--- src/rtl/trap_controller.sv ---
// trap_controller: arbitrates exceptions, interrupts and xRET, sequences the
// CSR-file context switch (CS strobe, cause/epc/privilege) and the fetch redirect.
// Latency: event in cycle t -> CS at t+1 -> REDIRECT at t+2+REDIRECT_LAT (xRET: REDIRECT at t+1+REDIRECT_LAT).
// Backpressure: STALL holds fetch/decode from event acceptance through REDIR; new events are ignored until IDLE.
//
// Ports:
//   CLK, RST (sync, active-high)
//   IRQ_PENDING/IRQ_ENABLE/GLOBAL_IE/INSTR_BOUNDARY : interrupt inputs
//   EXC_VALID/EXC_CODE, RET_VALID/STATUS_XPP         : execute-stage events
//   PC_CUR, NPC_IN                                   : PCs saved into xepc
//   MEDELEG/MIDELEG                                  : delegation masks (TRAP_DELEG_EN only)
//   CS/NEW_PRIVILEGE/CAUSE/NPC                       : to csr_file
//   STALL/FLUSH/REDIRECT                             : to pipeline / fetch
//   PRIV                                             : shadow of current privilege
// Optional feature macro: TRAP_DELEG_EN (trap delegation to supervisor).

module trap_controller #(
  parameter int XLEN         = 64,
  parameter int IRQ_W        = 16,
  parameter int REDIRECT_LAT = 1
) (
  input  logic             CLK,
  input  logic             RST,
  input  logic [IRQ_W-1:0] IRQ_PENDING,
  input  logic [IRQ_W-1:0] IRQ_ENABLE,
  input  logic             GLOBAL_IE,
  input  logic             INSTR_BOUNDARY,
  input  logic             EXC_VALID,
  input  logic [5:0]       EXC_CODE,
  input  logic             RET_VALID,
  input  logic [1:0]       STATUS_XPP,
  input  logic [XLEN-1:0]  PC_CUR,
  input  logic [XLEN-1:0]  NPC_IN,
  input  logic [IRQ_W-1:0] MEDELEG,
  input  logic [IRQ_W-1:0] MIDELEG,
  output logic             CS,
  output logic [1:0]       NEW_PRIVILEGE,
  output logic [XLEN-1:0]  CAUSE,
  output logic [XLEN-1:0]  NPC,
  output logic             STALL,
  output logic             FLUSH,
  output logic             REDIRECT,
  output logic [1:0]       PRIV
);

  typedef enum logic [1:0] {IDLE, SWITCH, WAIT, REDIR} state_t;

  localparam logic [1:0] LAT_M1  = 2'(REDIRECT_LAT - 1);
  localparam logic [1:0] PRIV_M  = 2'b11;

  state_t           state;
  logic [1:0]       wait_cnt;

  logic [IRQ_W-1:0] irq_act;
  logic             irq_hit;
  logic [3:0]       irq_cause;
  logic [1:0]       irq_target;
  logic [1:0]       exc_target;
  logic             irq_take;
  logic             idle;
  logic             take_exc;
  logic             take_irq;
  logic             take_ret;

  assign irq_act = IRQ_PENDING & IRQ_ENABLE;

  // Fixed priority among the supported causes; every other bit is ignored.
  always_comb begin
    irq_hit   = 1'b1;
    irq_cause = 4'd0;
    if      (irq_act[11]) irq_cause = 4'd11;
    else if (irq_act[3])  irq_cause = 4'd3;
    else if (irq_act[7])  irq_cause = 4'd7;
    else if (irq_act[9])  irq_cause = 4'd9;
    else if (irq_act[1])  irq_cause = 4'd1;
    else if (irq_act[5])  irq_cause = 4'd5;
    else                  irq_hit   = 1'b0;
  end

`ifdef TRAP_DELEG_EN
  logic             exc_deleg;
  logic             irq_deleg;
  logic [IRQ_W-1:0] one_hot_base;

  assign one_hot_base = {{(IRQ_W-1){1'b0}}, 1'b1};
  // Shifting past the mask width yields zero, so codes >= IRQ_W never delegate.
  assign exc_deleg  = |(MEDELEG & (one_hot_base << EXC_CODE));
  assign irq_deleg  = |(MIDELEG & (one_hot_base << irq_cause));
  assign exc_target = (PRIV != PRIV_M && exc_deleg) ? 2'b01 : PRIV_M;
  assign irq_target = (PRIV != PRIV_M && irq_deleg) ? 2'b01 : PRIV_M;
`else
  logic unused_deleg;
  assign unused_deleg = ^{MEDELEG, MIDELEG};
  assign exc_target   = PRIV_M;
  assign irq_target   = PRIV_M;
`endif

  // Only a handful of interrupt bits take part in arbitration.
  logic unused_irq_bits;
  assign unused_irq_bits = ^irq_act;

  assign irq_take = irq_hit && INSTR_BOUNDARY && (GLOBAL_IE || (PRIV < irq_target));

  // Exception > xRET > interrupt.
  assign idle     = (state == IDLE);
  assign take_exc = idle && EXC_VALID;
  assign take_ret = idle && !EXC_VALID && RET_VALID;
  assign take_irq = idle && !EXC_VALID && !RET_VALID && irq_take;

  // Combinational so the pipeline freezes and kills in the acceptance cycle itself.
  assign STALL = !RST && (take_exc || take_irq || take_ret || !idle);
  assign FLUSH = !RST && (take_exc || take_irq);

  always_ff @(posedge CLK) begin
    if (RST) begin
      state         <= IDLE;
      wait_cnt      <= 2'd0;
      CS            <= 1'b0;
      NEW_PRIVILEGE <= 2'b00;
      CAUSE         <= '0;
      NPC           <= '0;
      REDIRECT      <= 1'b0;
      PRIV          <= PRIV_M;
    end else begin
      CS       <= 1'b0;
      REDIRECT <= 1'b0;
      case (state)
        IDLE: begin
          if (take_exc) begin
            CAUSE         <= {{(XLEN-6){1'b0}}, EXC_CODE};
            NPC           <= PC_CUR;
            NEW_PRIVILEGE <= exc_target;
            CS            <= 1'b1;
            state         <= SWITCH;
          end else if (take_ret) begin
            PRIV     <= STATUS_XPP;
            wait_cnt <= 2'd0;
            state    <= WAIT;
          end else if (take_irq) begin
            CAUSE         <= {1'b1, {(XLEN-5){1'b0}}, irq_cause};
            NPC           <= NPC_IN;
            NEW_PRIVILEGE <= irq_target;
            CS            <= 1'b1;
            state         <= SWITCH;
          end
        end
        SWITCH: begin
          PRIV     <= NEW_PRIVILEGE;
          wait_cnt <= 2'd0;
          state    <= WAIT;
        end
        WAIT: begin
          // PC_OUT of the CSR file settles REDIRECT_LAT cycles after the switch.
          if (wait_cnt == LAT_M1) begin
            REDIRECT <= 1'b1;
            state    <= REDIR;
          end else begin
            wait_cnt <= wait_cnt + 2'd1;
          end
        end
        REDIR: begin
          state <= IDLE;
        end
        default: state <= IDLE;
      endcase
    end
  end

endmodule

--- config.mk ---
export PLATFORM = sky130hd
export DESIGN_NAME = trap_controller
export DESIGN_NICKNAME = d
export VERILOG_FILES = /design/src/rtl/trap_controller.sv
export SDC_FILE = /design/constraint.sdc
export NUM_CORES = 1
export LEC_CHECK = 0
export CAP_MARGIN = 5
export CORE_ASPECT_RATIO = 0.5
export CORE_MARGIN = 2
export CORE_UTILIZATION = 25
export CTS_BUF_LIST = sky130_fd_sc_hd__clkbuf_4 sky130_fd_sc_hd__clkbuf_8
export DETAILED_ROUTE_END_ITERATION = 7
export PLACE_DENSITY = 0.66
export SYNTH_ARGS = -nofsm -noshare
export SYNTH_HDL_FRONTEND = slang
export SYNTH_SLANG_ARGS = --single-unit
--- constraint.sdc ---
create_clock -name CLK -period 2.2 [get_ports CLK]
set_input_delay 0.33 -clock CLK [delete_from_list [all_inputs] [get_ports CLK]]
set_output_delay 0.33 -clock CLK [all_outputs]
set_load 0.005 [all_outputs]
==> impl_metrics.py, run 1 <==
metrics = {
    "global_route": {
        "grt_pass1_wl_mm": 24.0,
        "grt_overflow": 0,
        "grt_max_degree": 74,
        "grt_pass1_vias": 4338,
        "grt_usage": 0.172,
        "antenna_found_initial": 0,
    },
    "worst_setup_path": {
        "worst_r2r_path_depth": 8,
        "rr_startpoint": "state[0]",
        "cp-startpoint": "IRQ_PENDING[7]",
        "slowest_delay_ps": 620,
        "cp_cell_sequence": "clkdlybuf4s50_1 > a22oi_1 > and3_2 > or2_4 > buf_4 > a211oi_1",
        "critical_path_arrival_ps": 2310,
        "regToRegEndpoint": "CAUSE[3]",
        "rrSetupSlack_ps": 170,
        "critical_path_required_ps": 2380,
        "criticalPathCategory": "in -> reg",
        "worst_setup_path_start_kind": "input port",
        "cp_slowest_cell": "buf_4",
        "endpoint_kind": "flip-flop",
        "crit_fanout": 68,
    },
    "run": {
        "cap_violations": 0,
    },
    "logic_synthesis": {
        "synth.distinct_cells": 40,
        "synth_top_family_by_area": "compound AO/OA/AOI/OAI gates",
        "synth_xor_area_frac": 0,
        "ys.flop_type": "dfxtp_1",
        "synth_compound_area_frac": 0.250,
        "synth_seq_cells": 80,
        "synth.area.mux_share": 0.0123,
        "synthAdderAreaFrac": 0.0180,
        "yosysWarnings": 0,
        "synth_simple_gate_area_frac": 0.179,
        "syn_inst": 527,
        "async_flop_share": 0,
        "synth_edf_count": 0,
        "synth.avg_cell_area_um2": 7.93,
        "ys_seq_area_frac": 0.383,
        "syn_area_um2": 4180,
    },
    "drt": {
        "drt_iter0_markers": 280,
        "wl_mm": 16.0,
        "ant_nets": 0,
        "num_vias": 4472,
        "vias_per_cell": 4.56,
        "first_pass_iters": 4,
        "drc": 0,
        "routedWlPerCell_um": 16.3,
    },
    "floorplanning": {
        "die_h_um": 95.4,
        "dieArea_um2": 17800,
        "dieWidth_um": 187,
        "num_rows": 33,
        "core_area_um2": 16400,
        "io_pins": 342,
        "initial_core_util": 0.256,
    },
    "clocking": {
        "clk_latency_ps": 340,
        "cts_tree": "done",
        "clock-sinks": 80,
        "clkTransAtPathRegs_ps": 90,
        "postCtsSetupBuffers": 0,
        "clockBufferDepth": 2,
        "cts_root_buffer": "clkbuf_8",
        "cts_made_buffers": 9,
        "cts_htree_levels": 3,
        "cts_hold_buf": 0,
    },
    "cells_and_area": {
        "layout_commonest_cell": "clkdlybuf4s50_1",
        "diodes": 0,
        "post-route-util": 0.418,
        "layout_common_cells": "230 x clkdlybuf4s50_1, 80 x dfxtp_1, 69 x o21ai_0, 67 x nor2_1, 66 x nor3_1",
        "fill_cells": 1618,
        "seq_area_um2": 1600,
        "multi_input_area_um2": 2170,
        "fin_area_um2": 6830,
        "final_nets": 961,
        "syn_to_final_growth_pct": 63.6,
        "drive_above_1_share": 0.0822,
    },
    "placed_design": {
        "gp_congestion": 0.798,
        "detailedPlacementHpwl_mm": 10.9,
        "port-buffer-count": 232,
        "dpl-instance-area_um2": 6600,
    },
    "sta": {
        "relSlewSlack": 0.410,
        "hold_viol_final": 0,
        "rsz0062_at_grt": "yes",
        "finalCriticalPeriod_ps": 2130,
        "setup_viol_count_final": 0,
        "clock.fmax_ghz": 0.469,
        "period_share": 0.969,
        "tightest_slew_ps": 885,
        "skew_ps": 18.6,
        "slew_violations": 0,
        "hold_ws_ps": 464,
    },
    "hold_path": {
        "min_path_cells": 2,
        "min_from": "CAUSE[63]",
        "hold_path.class": "reg -> reg",
        "whs_endpoint": "CAUSE[63]",
    },
    "power": {
        "ir_drop_mv": 0.348,
        "p_total_w": 0.00612,
        "cellPowerDensity_nw_per_um2": 895,
        "leakage_nw": 2.54,
    },
    "status": {
        "status": "finished clean",
    },
}
## routing by layer
layer / vias to the layer above / GRT usage / share of wire
li1: 2199 / - / -
met2: 120 / 0.298 / 0.50
met3: 24 / 0.0372 / 0.037
met5: - / 0 / 0
met4: 0 / 0.0595 / 0.022
met1: 2129 / 0.214 / 0.44
## final cells by class
cell class	instances	area share
clock inverter	4	0.00751
timing repair buffer	259	0.373
sequential	80	0.234
clock buffer	12	0.0223
tap	227	0.0416
multi-input combinational	392	0.318
inverter	7	0.00385
## critical path, delay by kind of cell
family                 cells  cell delay (ps)
buffers and inverters      2             1070
AO/OA/AOI/OAI              2              440
AND/OR/NAND/NOR            2              380
## how the worst max path moves through the flow
| stage | end | slack, ps | cells after the start |
|---|---|---|---|
| 3_3_place_gp | FLUSH | -390 | 6 |
| 4_1_cts | STALL | 8 | 7 |
| 6_report | NPC[12] | 70 | 6 |
| 3_5_place_dp | FLUSH | -380 | 6 |
| 5_1_grt | CAUSE[1] | -2 | 8 |
| 2_1_floorplan | FLUSH | 50 | 9 |
## report_power, final
group          internal [W]  total (W)  switching (W)
Combinational       0.00156    0.00287        0.00132
Clock              0.000585    0.00116       0.000571
Sequential          0.00187    0.00209       0.000221
## registers in the layout (all words and copies together) (netlist names)
name / flops
PRIV: 2
state: 2
NPC: 64
NEW_PRIVILEGE: 1
CS: 1
CAUSE: 7
wait_cnt: 2
REDIRECT: 1
## logic make-up after synthesis
| family | count (synthesis) |
|---|---|
| simple gates | 163 |
| compound gates | 161 |
| buf+inv | 111 |
| flops | 80 |
| fa+ha+maj | 6 |
| mux | 5 |
| other cells | 1 |
## through the flow
stage	setup WS (ps)	instances	TNS, ps
2_1_floorplan	51.9	583	0
3_3_place_gp	-386	965	-12440
3_5_place_dp	-377	965	-13680
4_1_cts	8.32	981	0
5_1_grt	-2.18	981	-2.18
6_report	68.1	981	0
## synthesized netlist by cell type (2+ instances only)
cell type | instances | area [um^2]
clkbuf_1 | 37 | 139
a211oi_1 | 58 | 435
a21oi_1 | 11 | 55.1
nor2b_1 | 2 | 12.5
ha_1 | 6 | 75.1
mux2i_1 | 4 | 40.0
buf_2 | 7 | 35.0
buf_4 | 59 | 443
a221oi_1 | 2 | 17.5
and3_1 | 2 | 12.5
o21ai_0 | 69 | 345
dfxtp_1 | 80 | 1600
a22oi_1 | 3 | 22.5
nand3_1 | 3 | 15.0
nor3_1 | 66 | 330
a211oi_2 | 6 | 75.1
o211ai_1 | 3 | 22.5
nor2_1 | 67 | 251
nand2b_1 | 4 | 25.0
inv_1 | 6 | 22.5
nand2_1 | 13 | 48.8
## what timing repair did
action	CTS	global route
gates resized for setup	11	7
pin swaps	2	2
gates cloned	0	0
setup endpoints to repair	2	6
hold endpoints to repair	0	0
Note: power is estimated with default switching activity, not from simulation.
==> inputs of run 2 (changes only) <==
--- a/config.mk
+++ b/config.mk
@@ -12,2 +12,3 @@
 export CTS_BUF_LIST = sky130_fd_sc_hd__clkbuf_4 sky130_fd_sc_hd__clkbuf_8
+export CTS_CLUSTER_DIAMETER = 80
 export DETAILED_ROUTE_END_ITERATION = 7
--- a/constraint.sdc
+++ b/constraint.sdc
@@ -3,2 +3,2 @@
 set_output_delay 0.33 -clock CLK [all_outputs]
-set_load 0.005 [all_outputs]
+set_load 0.01 [all_outputs]
==> impl_metrics.py, run 2 (same netlist as run 1, synthesis figures left out) <==
metrics = {
    "sta": {
        "tightest_slew_ps": 826,
        "hold_viol_final": 0,
        "clock.fmax_ghz": 0.472,
        "slew_violations": 0,
        "skew_ps": 14.6,
        "finalCriticalPeriod_ps": 2120,
        "period_share": 0.963,
        "relSlewSlack": 0.449,
        "fin_tns_setup_ps": 0,
        "setup_viol_count_final": 0,
    },
    "cells_and_area": {
        "reg_top3": "NPC: 64 flops, CAUSE: 7 flops",
        "fill_cells": 1604,
        "diodes": 0,
        "final_nets": 963,
        "syn_to_final_growth_pct": 65.0,
        "layout_commonest_cell": "clkdlybuf4s50_1",
        "post-route-util": 0.422,
        "drive_above_1_share": 0.0834,
        "multi_input_area_um2": 2160,
        "largest_reg_flops": 64,
        "seq_area_um2": 1600,
        "layout_common_cells": "230 x clkdlybuf4s50_1, 79 x dfxtp_1, 69 x o21ai_0, 67 x nor2_1, 66 x nor3_1",
        "largest-register": "NPC",
    },
    "drt": {
        "wl_mm": 15.8,
        "first_pass_iters": 4,
        "drc": 0,
        "vias_per_cell": 4.57,
        "drt_iter0_markers": 243,
        "num_vias": 4490,
        "ant_nets": 0,
        "routedWlPerCell_um": 16.1,
    },
    "power": {
        "pwr-share-seq": 0.326,
        "switching_share": 0.351,
        "p_comb_frac": 0.477,
        "p_int_w": 0.00416,
        "cellPowerDensity_nw_per_um2": 930,
        "leakage_nw": 2.57,
        "power.switching_w": 0.00225,
        "ir_drop_mv": 0.406,
        "clkPwrFrac": 0.196,
    },
    "worst_setup_path": {
        "cp_slowest_cell": "clkdlybuf4s50_1",
        "worst_setup_path_start_kind": "input port",
        "slowest_delay_ps": 440,
        "cp_cell_sequence": "clkdlybuf4s50_1 > a22oi_1 > and3_2 > clkbuf_8 > buf_4 > nor3_1 > a211oi_1",
        "rr_startpoint": "state[1]",
        "cp-startpoint": "IRQ_PENDING[9]",
        "criticalPathCategory": "in -> reg",
        "crit_fanout": 48,
        "critical_path_required_ps": 2460,
        "critical_path_arrival_ps": 2380,
        "endpoint_kind": "flip-flop",
    },
    "floorplanning": {
        "die_h_um": 95.4,
        "dieArea_um2": 17800,
        "core_area_um2": 16400,
        "io_pins": 342,
        "dieWidth_um": 187,
        "num_rows": 33,
        "initial_core_util": 0.256,
    },
    "global_route": {
        "grt_overflow": 0,
        "grt_max_degree": 73,
        "grt_usage": 0.169,
        "grt_pass1_vias": 4356,
        "antenna_found_initial": 0,
        "grt_pass1_wl_mm": 23.7,
    },
    "clocking": {
        "clock-sinks": 80,
        "cts_htree_levels": 3,
        "cts_root_buffer": "clkbuf_8",
        "clk_latency_ps": 360,
        "cts_made_buffers": 9,
        "clkTransAtPathRegs_ps": 80,
        "cts_tree": "done",
        "clockBufferDepth": 2,
        "postCtsSetupBuffers": 0,
    },
    "run": {
        "cap_violations": 0,
    },
    "hold_path": {
        "min_from": "CAUSE[63]",
        "hold_path.class": "reg -> reg",
    },
    "status": {
        "status": "finished clean",
    },
    "placed_design": {
        "port-buffer-count": 232,
        "gp_congestion": 0.862,
        "detailedPlacementHpwl_mm": 10.9,
    },
}
run 2: cell count changes in the layout (fill, tap and decap cells not counted), sizes merged:
cell | before | now
buf | 28 | 29
dlygate4sd2 | 0 | 1
clkinvlp | 1 | 0
bufinv | 1 | 2
inv | 7 | 6
run 2: path summary, 6_finish.rpt:
kind                                          to  slack (ps)  depth (start not counted)
worst max-delay path                     NPC[22]          80                          7
worst max register to register  NEW_PRIVILEGE[0]         150                          8
worst min-delay path                   CAUSE[63]         470                          2
worst min register to register         CAUSE[63]         470                          2
run 2: stage by stage:
stage | power [W] | setup slack [ps] | hold slack [ps] | cell area [um^2] | cells
after detailed placement | 0.00514 | -425 | 452 | 6640 | 967
after global placement | 0.00509 | -339 | 446 | 6640 | 967
final | 0.00641 | 80.9 | 465 | 6890 | 982
after CTS | 0.00644 | -127 | 463 | 6880 | 982
after floorplan | 0.00359 | 32.6 | 446 | 4390 | 583
after global routing | 0.00683 | -20.5 | 493 | 6890 | 982
run 2: metal layers:
| metal | up-vias | GRT usage | part of all wire |
|---|---|---|---|
| met5 | - | 0 | 0 |
| met3 | 30 | 0.0317 | 0.037 |
| met4 | 0 | 0.0556 | 0.019 |
| met1 | 2107 | 0.206 | 0.44 |
| met2 | 146 | 0.305 | 0.50 |
| li1 | 2207 | - | - |
run 2: power by group through the flow:
stage          registers [W]  logic (W)  clock network (W)
6_report             0.00209    0.00306            0.00126
5_1_grt              0.00215    0.00332            0.00136
4_1_cts              0.00209    0.00305            0.00130
3_5_place_dp         0.00211    0.00303                  0
3_3_place_gp         0.00210    0.00299                  0
2_1_floorplan        0.00229    0.00130                  0
run 2: what timing repair did:
action	4_1_cts	5_1_grt
pin swaps	0	3
endpoints found under the setup margin	4	30
hold buffers	0	0
gates resized for setup	6	10
gates cloned	0	0
run 2: area by class of cell:
cell class | instances | share of cell area
clock inverters | 3 | 0.00944
clock buffers | 12 | 0.0231
flip-flops and latches | 80 | 0.233
inverters | 7 | 0.00381
multi-input cells | 392 | 0.314
repair buffers | 261 | 0.376
well taps | 227 | 0.0412
run 2: worst max-delay path, delay by kind of cell:
| kind | cells | cell delay [ps] |
|---|---|---|
| AOI/OAI and AO/OA | 2 | 510 |
| and+or+nand+nor | 2 | 330 |
| buffers and inverters | 3 | 1160 |
